$ cat src/rtl/l1_ahb_mtx_arb_rr.sv
// Round-robin output-stage arbiter for one slave port of the L1 AHB bus matrix.
// Optional INCR hold limit enabled by defining L1_AHB_ARB_INCR_LIMIT_EN.
module l1_ahb_mtx_arb_rr #(
    parameter int unsigned NUM_PORTS = 3,
    parameter int unsigned MAX_HOLD  = 16
) (
    input  logic                 HCLK,
    input  logic                 HRESETn,
    input  logic [NUM_PORTS-1:0] req_port,
    input  logic                 HREADYM,
    input  logic                 HSELM,
    input  logic [1:0]           HTRANSM,
    input  logic [2:0]           HBURSTM,
    input  logic                 HMASTLOCKM,
    output logic [1:0]           addr_in_port,
    output logic                 no_port,
    output logic                 arb_hold
);

    localparam logic [1:0] TransIdle   = 2'b00;
    localparam logic [1:0] TransBusy   = 2'b01;
    localparam logic [1:0] TransNonseq = 2'b10;
    localparam logic [1:0] TransSeq    = 2'b11;
    localparam logic [2:0] BurstIncr   = 3'b001;

    if (NUM_PORTS < 2 || NUM_PORTS > 4) begin : gen_bad_num_ports
        $error("NUM_PORTS must be in 2..4");
    end
    if (MAX_HOLD < 2 || MAX_HOLD > 255) begin : gen_bad_max_hold
        $error("MAX_HOLD must be in 2..255");
    end

    logic [3:0] beat_cnt_q, beat_cnt_d;
    logic [1:0] addr_q, addr_d;
    logic [1:0] last_grant_q, last_grant_d;
    logic       no_port_q, no_port_d;
    logic       arb_hold_q, arb_hold_d;

    logic [3:0] req_pad;
    logic       rr_found;
    logic [1:0] rr_win;
    logic [2:0] rr_sum;
    logic       keep_owner;
    logic       incr_hold;
    logic       incr_ok;

    always_comb begin
        req_pad = '0;
        req_pad[NUM_PORTS-1:0] = req_port;
    end

    // Beat counter: remaining SEQ beats of a fixed-length burst.
    always_comb begin
        beat_cnt_d = beat_cnt_q;
        case (HTRANSM)
            TransNonseq: begin
                beat_cnt_d = 4'd0;
                if (HSELM) begin
                    case (HBURSTM)
                        3'b010, 3'b011: beat_cnt_d = 4'd3;
                        3'b100, 3'b101: beat_cnt_d = 4'd7;
                        3'b110, 3'b111: beat_cnt_d = 4'd15;
                        default:        beat_cnt_d = 4'd0;
                    endcase
                end
            end
            TransSeq: begin
                if (beat_cnt_q != 4'd0) beat_cnt_d = beat_cnt_q - 4'd1;
            end
            TransBusy: beat_cnt_d = beat_cnt_q;
            default:   beat_cnt_d = 4'd0;
        endcase
    end

    // Scan starts after the last winner, so the current owner waits its turn.
    always_comb begin
        rr_found = 1'b0;
        rr_win   = '0;
        rr_sum   = '0;
        for (int unsigned i = 1; i <= NUM_PORTS; i++) begin
            rr_sum = {1'b0, last_grant_q} + 3'(i);
            if (rr_sum >= 3'(NUM_PORTS)) rr_sum = rr_sum - 3'(NUM_PORTS);
            if (!rr_found && req_pad[rr_sum[1:0]]) begin
                rr_found = 1'b1;
                rr_win   = rr_sum[1:0];
            end
        end
    end

    assign keep_owner = HMASTLOCKM || (beat_cnt_d != 4'd0);
    assign incr_hold  = (HBURSTM == BurstIncr) && (HTRANSM != TransIdle) && req_pad[addr_q];

`ifdef L1_AHB_ARB_INCR_LIMIT_EN
    logic [7:0] hold_cnt_q, hold_cnt_d;
    logic [3:0] others;
    logic       limit_hit;

    always_comb begin
        others         = req_pad;
        others[addr_q] = 1'b0;
        limit_hit      = (hold_cnt_q == 8'(MAX_HOLD - 1)) && (|others);
    end

    assign incr_ok = incr_hold && !limit_hit;

    always_comb begin
        hold_cnt_d = 8'd0;
        if (!keep_owner && incr_ok) hold_cnt_d = hold_cnt_q + 8'd1;
    end

    always_ff @(posedge HCLK or negedge HRESETn) begin
        if (!HRESETn) begin
            hold_cnt_q <= 8'd0;
        end else if (HREADYM) begin
            hold_cnt_q <= hold_cnt_d;
        end
    end
`else
    assign incr_ok = incr_hold;
`endif

    always_comb begin
        addr_d       = addr_q;
        no_port_d    = no_port_q;
        last_grant_d = last_grant_q;
        arb_hold_d   = (beat_cnt_d != 4'd0);
        if (!keep_owner) begin
            if (incr_ok) begin
                no_port_d = 1'b0;
            end else if (rr_found) begin
                addr_d       = rr_win;
                last_grant_d = rr_win;
                no_port_d    = 1'b0;
            end else if (HSELM) begin
                no_port_d = 1'b0;
            end else begin
                no_port_d = 1'b1;
            end
        end
    end

    always_ff @(posedge HCLK or negedge HRESETn) begin
        if (!HRESETn) begin
            beat_cnt_q   <= 4'd0;
            addr_q       <= 2'd0;
            last_grant_q <= 2'(NUM_PORTS - 1);
            no_port_q    <= 1'b1;
            arb_hold_q   <= 1'b0;
        end else if (HREADYM) begin
            beat_cnt_q   <= beat_cnt_d;
            addr_q       <= addr_d;
            last_grant_q <= last_grant_d;
            no_port_q    <= no_port_d;
            arb_hold_q   <= arb_hold_d;
        end
    end

    assign addr_in_port = addr_q;
    assign no_port      = no_port_q;
    assign arb_hold     = arb_hold_q;

endmodule
$ cat config.mk
export PLATFORM = sky130hd
export DESIGN_NAME = l1_ahb_mtx_arb_rr
export DESIGN_NICKNAME = d
export VERILOG_FILES = /design/src/rtl/l1_ahb_mtx_arb_rr.sv
export SDC_FILE = /design/constraint.sdc
export NUM_CORES = 1
export LEC_CHECK = 0
export ABC_AREA = 1
export CAP_MARGIN = 20
export CORE_UTILIZATION = 50
export DETAILED_ROUTE_END_ITERATION = 8
export PLACE_DENSITY = 0.77
export SYNTH_ARGS = -nofsm -noshare
export SYNTH_HDL_FRONTEND = slang
export SYNTH_SLANG_ARGS = --single-unit
$ cat constraint.sdc
create_clock -name HCLK -period 2.2 [get_ports HCLK]
set_input_delay 0.44 -clock HCLK [delete_from_list [all_inputs] [get_ports HCLK]]
set_output_delay 0.44 -clock HCLK [all_outputs]
set_load 0.02 [all_outputs]
Word level (Yosys, flattened, before mapping):

Cells that the tools add are included.

* register bits after elaboration: 10
* logic and storage cells: 70
* output and inout bits: 4
* input bits: 13

* add/sub/neg operators: 7
* order comparisons: 7
* reductions and logical operators: 15
* multiplexer cells: 24
* bitwise gates (word level): 2
* eq/ne operators: 10

Operator list (number)
* one-hot mux 4 bit (3 select lines): 2
* equality test 3 bit (second input constant): 4
* < comparator 2 x 3 -> 1 bit (second input constant): 4
* two-way mux 2 bit: 6
* two-way mux 1 bit: 10
* >= comparator 3 x 2 -> 1 bit (second input constant): 3
* binary-select mux 1 bit (select 2 bit): 4
* two-way mux 4 bit: 2
* nonzero test 4 bit: 2
* adder 2 x 2 -> 3 bit (second input constant): 2
* equality test 3 x 2 -> 1 bit (second input constant): 2
* OR reduction 2 bit: 3
* subtractor 2 bit (second input constant): 3
* equality test 2 bit (second input constant): 2
* logical AND 1 bit: 4
* AND reduction 4 bit: 1
* subtractor 4 x 1 -> 4 bit (second input constant): 1
* adder 2 x 1 -> 3 bit (second input constant): 1
* equality test 3 x 1 -> 1 bit (second input constant): 1
* equality test 2 x 1 -> 1 bit (second input constant): 1
* logical NOT 1 bit: 2
* NOT 1 bit: 2
* AND reduction 2 bit: 1
* nonzero test 2 bit: 1
* logical OR 1 bit: 1

Depth between registers and ports, before layout:

* depth in word-level cells: 14
* mapped depth: 14
* gate-level depth less buffers: 13

Worst setup path before layout:

OpenSTA, ideal clock, no wires.

* path type: reg2reg
* start: register last_grant_q[1]
* end: register addr_q[1] (netlist: addr_in_port[1])
* data required time: 2.083 ns
* period minus slack after synthesis: 1.804 ns
* library setup time: 0.117 ns
* arrival: 1.687 ns
* cell stages (with the launch flop): 14
* path slack: 0.396 ns
* buffers on the path: 1
* cells stage by stage: dfstp_2 inv_1 ha_1 buf_4 inv_2 nand2_1 nand3_1 nand2_1 nand2_1 nor2_1 nor2_2 nand4_1 nand2_1 nand2_1

* word-level cells in the longest chain between the ends: 13
* elaborated cells between the ends (all ways): 29
* those cells by class: add/sub (6); order compare (3); mux (15); reduce/logical (5)

Ends and longest elaborated chain
* from (decl): RTL line 35 `logic [1:0] last_grant_q, last_grant_d;`
* from (signal assigned): RTL line 146 `last_grant_q <= 2'(NUM_PORTS - 1);`
* from (signal assigned): RTL line 152 `last_grant_q <= last_grant_d;`
* adder 2 x 1 -> 3 bit: RTL line 81 `rr_sum = {1'b0, last_grant_q} + 3'(i);`
* >= comparator 3 x 2 -> 1 bit or subtractor 2 bit (tied branches): RTL line 82 `if (rr_sum >= 3'(NUM_PORTS)) rr_sum = rr_sum - 3'(NUM_PORTS);`
* two-way mux 2 bit: RTL line 82
* binary-select mux 1 bit (select 2 bit): RTL line 83 `if (!rr_found && req_pad[rr_sum[1:0]]) begin`
* two-way mux 1 bit (implied by the code): RTL line 83
* two-way mux 1 bit: RTL line 83
* logical NOT 1 bit: RTL line 83
* logical AND 1 bit: RTL line 83
* two-way mux 1 bit: RTL line 83
* logical NOT 1 bit: RTL line 83
* logical AND 1 bit: RTL line 83
* two-way mux 1 bit: RTL line 83
* AND reduction 4 bit (no line)
* to (signal assigned): RTL line 151 `addr_q <= addr_d;`
* to (decl): RTL line 34 `logic [1:0] addr_q, addr_d;`

Several ways; a longest one is shown, not always the timed one. The select of a mux whose other input is x is not followed.
A chain may end at the register's enable or synchronous reset.

Final worst setup path:

* start: register last_grant_q[1]
* end: register addr_q[0] (netlist: addr_in_port[0])

Same word-level chain as after synthesis.

==> impl_metrics.toml <==
[power_and_ir_drop]
power_density_nw_per_um2 = 1020
leakagePower_uw = 0.000512
ir_worst_vdd_v = 0.000759
totalPowerFinal_uw = 1100

[worst_setup_path]
timing_worst_setup_path_type = "flip-flop to flip-flop"
reg2reg_depth = 11
startpoint_type = "flip-flop"
worst_setup_path_end_kind = "flip-flop"
crit_arrival_ps = 2130
crit_fanout = 8
required_ps = 2350

[finish]
most-common-layout-cells = "39 x nand2_1, 16 x clkdlybuf4s50_1, 13 x nand3_1, 12 x inv_1, 10 x nor2_1"
stdcell_count = 165
layout_commonest_cell = "nand2_1"
syn_to_final_growth_pct = 22.1
fillCellCount = 129
nets = 167
diodes = 0
drive_gt1_frac = 0.215
final_area_sq_um = 1080

[drt]
wl_per_cell_um = 10.6
drc = 2
num_vias = 853
drtPass1Iterations = 6
post_drt_via_cell_ratio = 5.17
routed_wl_um = 1750
ant_nets = 0
drtIter0Drc = 23

[logic_synthesis]
synth_area_sq_um = 888
synth_seq_cells = 9
synthMuxAreaShare = 0
synth-simple-area-share = 0.469
postSynthAreaPerCell_sq_um = 6.78
synth_xor_area_frac = 0.00986
synth_compound_area_frac = 0.115
synth_top_family_by_area = "simple AND/OR/NAND/NOR gates"
synth.distinct_cells = 27
synth_fa_ha_area_frac = 0.0563
synthCells = 131
yosysSeqAreaShare = 0.256
synthesis.nets = 148
yosysWarnings = 0

[timing]
fmax_mhz = 506
fin_crit_ps = 1980
worstMarginPinSlew_ps = 402
clock_skew_ps = 0.316
final.period_utilization = 0.898
slew_viol_final = 0
setup_violations = 0
finalWorstSetupSlack_ps = 224
max_slew_margin = 0.731
setup-tns-final_ps = 0
rsz0062_at_grt = "false"
hold_viol_final = 0

[placement]
io_buffers = 16
gp_congestion = 1.00
placed_area_sq_um = 1060
dp_hpwl_um = 1400
post-place-ws_ps = 188
place_inst = 161

[grt]
grtUsageTotal = 0.215
grt-ovfl-total = 0
grt_antenna_before_repair = 0
grt_max_degree = 11
grt_pass1_wl_um = 3100
grt_pass1_vias = 745

[clock_tree]
hold_buffers = 0
cts_buffers = 3
cts_tree = "yes"
worstSkewPairLatency_ps = 260
htree_levels = 1
cts_setup_buffers = 0
cts.reportedPaths.clkPinSlew_ps = 60
cts_resized = 0
clk_path_buf_depth = 2
cts-root-buf = "clkbuf_4"
cts_sinks = 9

[outcome]
violations = "design-rule violations"
outcome = "complete, but fails checks"

[floorplan]
die_area_sq_um = 1950
coreArea_sq_um = 1580
ios = 17
die_w_um = 44.2
die_h_um = 44.2
placementRows = 14
start_util = 0.563

[worst_hold_path]
hold_class = "primary input to async pin"

[run]
max_cap_violations = 0
-- layout make-up --
cell class                      instances  area, sq um  area share
Multi-Input combinational cell        102          578       0.533
Sequential cell                         9          229       0.211
Timing Repair Buffer                   17          168       0.155
Inverter                               17         63.8      0.0588
Clock buffer                            4         26.3      0.0242
Tap cell                               16         20.0      0.0185
-- metrics by stage --
step	hold slack [ps]	utilization
after floorplan	144	-
after global placement	458	0.671
after detailed placement	463	0.671
after CTS	473	0.687
after global routing	480	0.688
final	469	0.688
-- path summary, 6_finish.rpt --
path | slack [ps] | start | endpoint
max | 220 | last_grant_q[1] | addr_in_port[0]
min | 470 | HRESETn | beat_cnt_q[1]
max reg2reg | 220 | last_grant_q[1] | addr_in_port[0]
min reg2reg | 470 | no_port | no_port
max in group asynchronous | 1410 | HRESETn | no_port
min in group HCLK | 470 | no_port | no_port
-- worst max-delay path, stage by stage (launching register included) --
cell	delay, ps
dfstp_2	540
inv_1	50
ha_1	420
inv_2	90
o21ai_1	120
nand2_1	90
nand2_1	80
nor2_1	60
nor2_2	120
nand4_1	150
nand2_1	90
nand2_1	50
-- synth_stat cells, drive strengths merged --
cell,instances,area [sq um]
xor2,1,8.76
a21oi,3,30.0
o22ai,1,6.26
nor2,19,119
nand4,1,6.26
o21ai,9,45.0
inv,17,63.8
ha,4,50.1
a31oi,1,6.26
nand2,45,189
o21a,1,7.51
nand3,16,103
dfrtp,7,175
dfstp,2,52.6
clkbuf,1,3.75
buf,2,15.0
o211ai,1,7.51
-- power by group --
| group | internal, uW | leakage [uW] | total (uW) | switching (uW) |
|---|---|---|---|---|
| registers | 225 | 0.000109 | 278 | 52.9 |
| clock network | 69.9 | 0.0000150 | 128 | 57.7 |
| logic | 269 | 0.000388 | 697 | 428 |
| total | 564 | 0.000512 | 1100 | 539 |
-- routing by layer --
layer / GRT usage / share of wire / vias to the layer above
met1: 0.328 / 0.52 / 370
met2: 0.294 / 0.41 / 24
li1: - / - / 455
met4: 0.109 / 0.0097 / 0
met5: 0 / 0 / -
met3: 0.0286 / 0.061 / 4
-- state kept, by name, indices dropped and copies added (netlist names) --
register / cells
beat_cnt_q: 4
arb_hold: 1
last_grant_q: 1
no_port: 1
addr_in_port: 2
-- logic make-up (layout without fill, tap and decap cells) --
kind of cell | count (synthesis) | after routing
AOI/OAI and AO/OA | 16 | 16
xor gates and xnor gates | 1 | 1
adders and majority gates | 4 | 4
buffers and inverters | 20 | 38
DFF | 9 | 9
and+or+nand+nor | 81 | 81
Note: power is estimated with default switching activity, not from simulation.
==> patch 1: new RTL, config.mk and constraints unchanged <==
The parameter `NUM_PORTS` goes from 3 to 2.
--- a/src/rtl/l1_ahb_mtx_arb_rr.sv
+++ b/src/rtl/l1_ahb_mtx_arb_rr.sv
@@ -2,5 +2,5 @@
 // Optional INCR hold limit enabled by defining L1_AHB_ARB_INCR_LIMIT_EN.
 module l1_ahb_mtx_arb_rr #(
-    parameter int unsigned NUM_PORTS = 3,
+    parameter int unsigned NUM_PORTS = 2,
     parameter int unsigned MAX_HOLD  = 16
 ) (
Ports: changed (resized req_port); port bits go from 17 to 16. The function was not compared with the original's and may differ.
==> patch 1 against the unedited design <==
  * Setup slack improved by 170 ps
  * Cell area fell by 17%
  * Synthesized area fell by 19%
  * Routed wire length fell by 13%
  * Sequential share of layout area rose by 4.1 points
  * Sequential cell count did not move
  * Die area fell by 18%
  * Critical endpoint is now no_port
Power is not compared: it rests on default switching activity, and its combinational part moved more than twofold at a synthesized area within 25%.
==> patch 1: results (changes against the unedited design) <==
antenna fix cells=0 (unchanged); routed len/inst=10.4 um (-2.2%); Hold Path Class=flop to flop; Port-buffer cells=15 (-1); CP max stage delay=600 ps (+60 ps); status=complete, no violations; nets=146 (-13%); HPWL Detailed=1240 um (-12%); vias in the first global route=571 (-23%); sequential fraction of the synthesis area=31.7% (+6.0 points); routability-driven placement congestion ratio=0.776 (-22%); Critical Path AT=1370 ps (-760 ps); Synth Net Count=128 (-14%); DRT iter0 DRCs=22 (-4.3%); Filler cells=119 (-7.8%); layout cells sized above 1=14.4% (-7.1 points); Synth top cells by count=37 x nand2_1, 15 x inv_1, 13 x nor2_1; CP Max Fanout=2 (-6); Slew @ Worst Pin=396 ps (-5.36 ps); first-pass GRT wire length=2260 um (-27%); crit path max-delay cell type=clkdlybuf4s50_1; top-count cell post-synth=nand2_1; TritonRoute pass-1 iters=4 (-2); total track usage=21.0% (-0.47 points); largest net degree at the start of global routing=10 (-1); worst skew pair latency=240 ps (-20 ps); worst clock skew=3.95 ps (+3.63 ps); distinct cell type count after synthesis=20 (-26%); synth top area cells=dfrtp_1 24%, nand2_1 19%, nand3_1 8.3%; family with the most delay on the worst path=buffers and inverters; Vias/cell=5.09 (-1.6%)
==> patch 1: cell types whose count changed after synthesis, sizes merged, moves of 2 or more <==
| cell | before | now |
|---|---|---|
| nand2 | 45 | 41 |
| ha | 4 | 1 |
| nand3 | 16 | 13 |
| a21oi | 3 | 1 |
| nor2 | 19 | 17 |
==> patch 1: path summary, 6_finish.rpt <==
| check | slack [ps] | depth (start not counted) | to | startpoint |
|---|---|---|---|---|
| setup / recovery | 390 | 1 | no_port | no_port |
| hold / removal | 460 | 2 | no_port | no_port |
| setup reg to reg | 420 | 11 | flop | beat_cnt_q[0] |
| hold reg to reg | 460 | 2 | no_port | no_port |
| max in group asynchronous | 1400 | 1 | no_port | HRESETn |
| min in group asynchronous | 480 | 1 | beat_cnt_q[0] | HRESETn |
==> patch 1: through the flow <==
step	std cells	total power [mW]	util [%]	worst slack [ps]	instance area (um2)
after floorplan	115	0.477	-	654	719
after global placement	143	0.575	66.6	152	877
after detailed placement	143	0.584	66.6	172	877
after CTS	147	0.709	68.6	378	903
after global routing	147	0.760	68.6	234	903
final	147	0.701	68.6	394	903
==> patch 1: logic make-up (layout without fill, tap and decap cells) <==
logic type,Yosys count,after routing,share of synthesized area (%)
AND/OR/NAND/NOR,73,73,46.3
buffers and inverters,21,38,11.7
AO/OA/AOI/OAI,11,11,8.70
flip-flops,9,9,31.7
adder cells (fa/ha/maj),1,1,1.74
==> patch 1: routing by layer <==
metal  vias up  share of wire (%)  routed length, um  GRT usage, %
met5         -                  0                  0             0
met4         0               0.52                  8          5.17
met3         2                6.8                104          2.22
met2        21                 43                649          32.7
met1       334                 50                763          30.9
li1        391                  -                  -             -
==> patch 1: final cells by class <==
class                           instances  area (um2)  share of cell area, %
Multi-Input combinational cell         85         408                   45.2
Sequential cell                         9         228                   25.2
Clock buffer                            4        26.3                   2.91
Tap cell                               15        18.8                   2.08
Inverter                               19        72.6                   8.03
Timing Repair Buffer                   15         150                   16.6
==> patch 1: tightest hold or removal path, stage by stage (launching register included) <==
cell and delay [ps]:
dfstp_2 370, nand2_1 50, nand2_1 40
==> patch 1: power breakdown <==
part           internal, mW  switching [mW]  leakage [nW]  total [mW]
combinational         0.138           0.194         0.338       0.332
clock                0.0693          0.0492        0.0150       0.119
sequential            0.216          0.0353         0.112       0.251
==> patch 2: new RTL, config.mk and constraints unchanged <==
Made on the original files. Build with the macro `L1_AHB_ARB_INCR_LIMIT_EN` defined.
--- a/src/rtl/l1_ahb_mtx_arb_rr.sv
+++ b/src/rtl/l1_ahb_mtx_arb_rr.sv
@@ -1,4 +1,6 @@
 // Round-robin output-stage arbiter for one slave port of the L1 AHB bus matrix.
 // Optional INCR hold limit enabled by defining L1_AHB_ARB_INCR_LIMIT_EN.
+`define L1_AHB_ARB_INCR_LIMIT_EN
+
 module l1_ahb_mtx_arb_rr #(
     parameter int unsigned NUM_PORTS = 3,
Check against the original RTL: same outputs for any inputs over 10 cycles, from zero or initial values and one cycle with HRESETn low; that may be too few to reach the edited logic, so the function may still have changed.
==> patch 2 against the unedited design <==
  * Clock skew up 10 ps
  * Worst hold slack worse by 19 ps
  * Die area up 50%
  * Setup slack worse by 67 ps
  * First-iteration DRC count up 43%
  * Critical endpoint unchanged
  * Cell area up 47%
  * Synthesized area up 53%
  * Routed wire length up 56%
  * Utilization down 5.6 points
  * Total power up 23%
  * Critical path type unchanged
  * Maximum frequency down 3.3%
  * Sequential cell count up 8
==> patch 2: results (changes against the unedited design) <==
clk slew on worst S/H paths=110 ps (+50 ps); Filler cells=224 (+74%); clock network power=0.168 mW (+31%); nets=224 (+34%); met1 usage=26.5% (-6.3 points); CP max stage delay=540 ps (about the same); family with the most delay on the worst path=flip-flops; distinct cell type count after synthesis=30 (+11%); Hold Path Class=input port to async pin; DRT iter0 DRCs=33 (+43%); met2 wire length=1390 um (+95%); Comb pwr share=57.4% (-5.8 points); reg2reg setup slack=160 ps (-70 ps); Sw Ratio=45.9% (-3.0 points); Leak=0.726 nW (+42%); status=complete, no violations; largest net degree at the start of global routing=21 (+10); worst skew pair latency=290 ps (+30 ps); Largest Register=hold_cnt_q; Synth top cells by count=47 x nand2_1, 20 x inv_1, 17 x nand3_1, 17 x nor2_1, 15 x dfrtp_1; total track usage=21.4% (-0.077 points); sequential fraction of the synthesis area=31.5% (+5.9 points); wire length on met3=128 um (+21%); Vias/cell=5.27 (+1.9%); Slew @ Worst Pin=306 ps (-96.0 ps); routed len/inst=11.6 um (+9.2%); dpl ws=94.5 ps (-93.6 ps); first-pass GRT wire length=4520 um (+46%); Synth Net Count=203 (+37%); layout cells sized above 1=18.0% (-3.4 points); routed length on met1=1180 um (+29%); synth top area cells=dfrtp_1 28%, nand2_1 13%, nand3_1 6.3%; vias in the first global route=1115 (+50%); HPWL Detailed=2210 um (+58%); Critical Path AT=2220 ps (+90 ps); maximum VDD drop=0.000816 V (+7.6%); max reg flops=8 (+4); worst clock skew=10.7 ps (+10.4 ps); TritonRoute pass-1 iters=4 (-2); CP Max Fanout=6 (-2); grt met3 use=2.54% (-0.31 points)
patch 2: how the worst max path moves through the flow:
| stage | start | to | slack (ps) |
|---|---|---|---|
| floorplan | last_grant_q[1] | addr_in_port[0] | 410 |
| detailed placement | HTRANSM[0] | addr_in_port[1] | 90 |
| CTS | last_grant_q[1] | addr_in_port[0] | 150 |
| finish | last_grant_q[1] | addr_in_port[0] | 160 |
| global route | last_grant_q[1] | addr_in_port[1] | 9 |
| global placement | HTRANSM[0] | addr_in_port[0] | 160 |
patch 2: logic make-up after synthesis:
group / count (synthesis) / synth area share [%]
and+or+nand+nor: 100 / 38.2
buffers and inverters: 28 / 8.11
adders and majority gates: 5 / 4.61
DFF: 17 / 31.5
xor gates and xnor gates: 6 / 3.87
AOI/OAI and AO/OA: 29 / 13.6
patch 2: cell type report:
| class | count | area [um2] | share of cell area, % |
|---|---|---|---|
| clock inverters | 1 | 7.51 | 0.471 |
| multi-input cells | 140 | 823 | 51.6 |
| flip-flops and latches | 17 | 428 | 26.8 |
| well taps | 30 | 37.5 | 2.35 |
| repair buffers | 19 | 183 | 11.5 |
| clock buffers | 3 | 22.5 | 1.41 |
| inverters | 25 | 93.8 | 5.88 |
patch 2: per-stage QoR:
| stage | power, mW | std cells | instance area, um2 | hold WS (ps) |
|---|---|---|---|---|
| finish | 1.36 | 235 | 1600 | 450 |
| global placement | 1.16 | 231 | 1560 | 480 |
| floorplan | 0.972 | 185 | 1360 | 144 |
| CTS | 1.35 | 235 | 1590 | 457 |
| global route | 1.48 | 235 | 1600 | 454 |
| detailed placement | 1.17 | 231 | 1560 | 460 |
patch 2: what timing repair did:
action,4_1_cts,5_1_grt
hold buffers,0,0
setup endpoints to repair,0,2
gates resized for setup,0,1
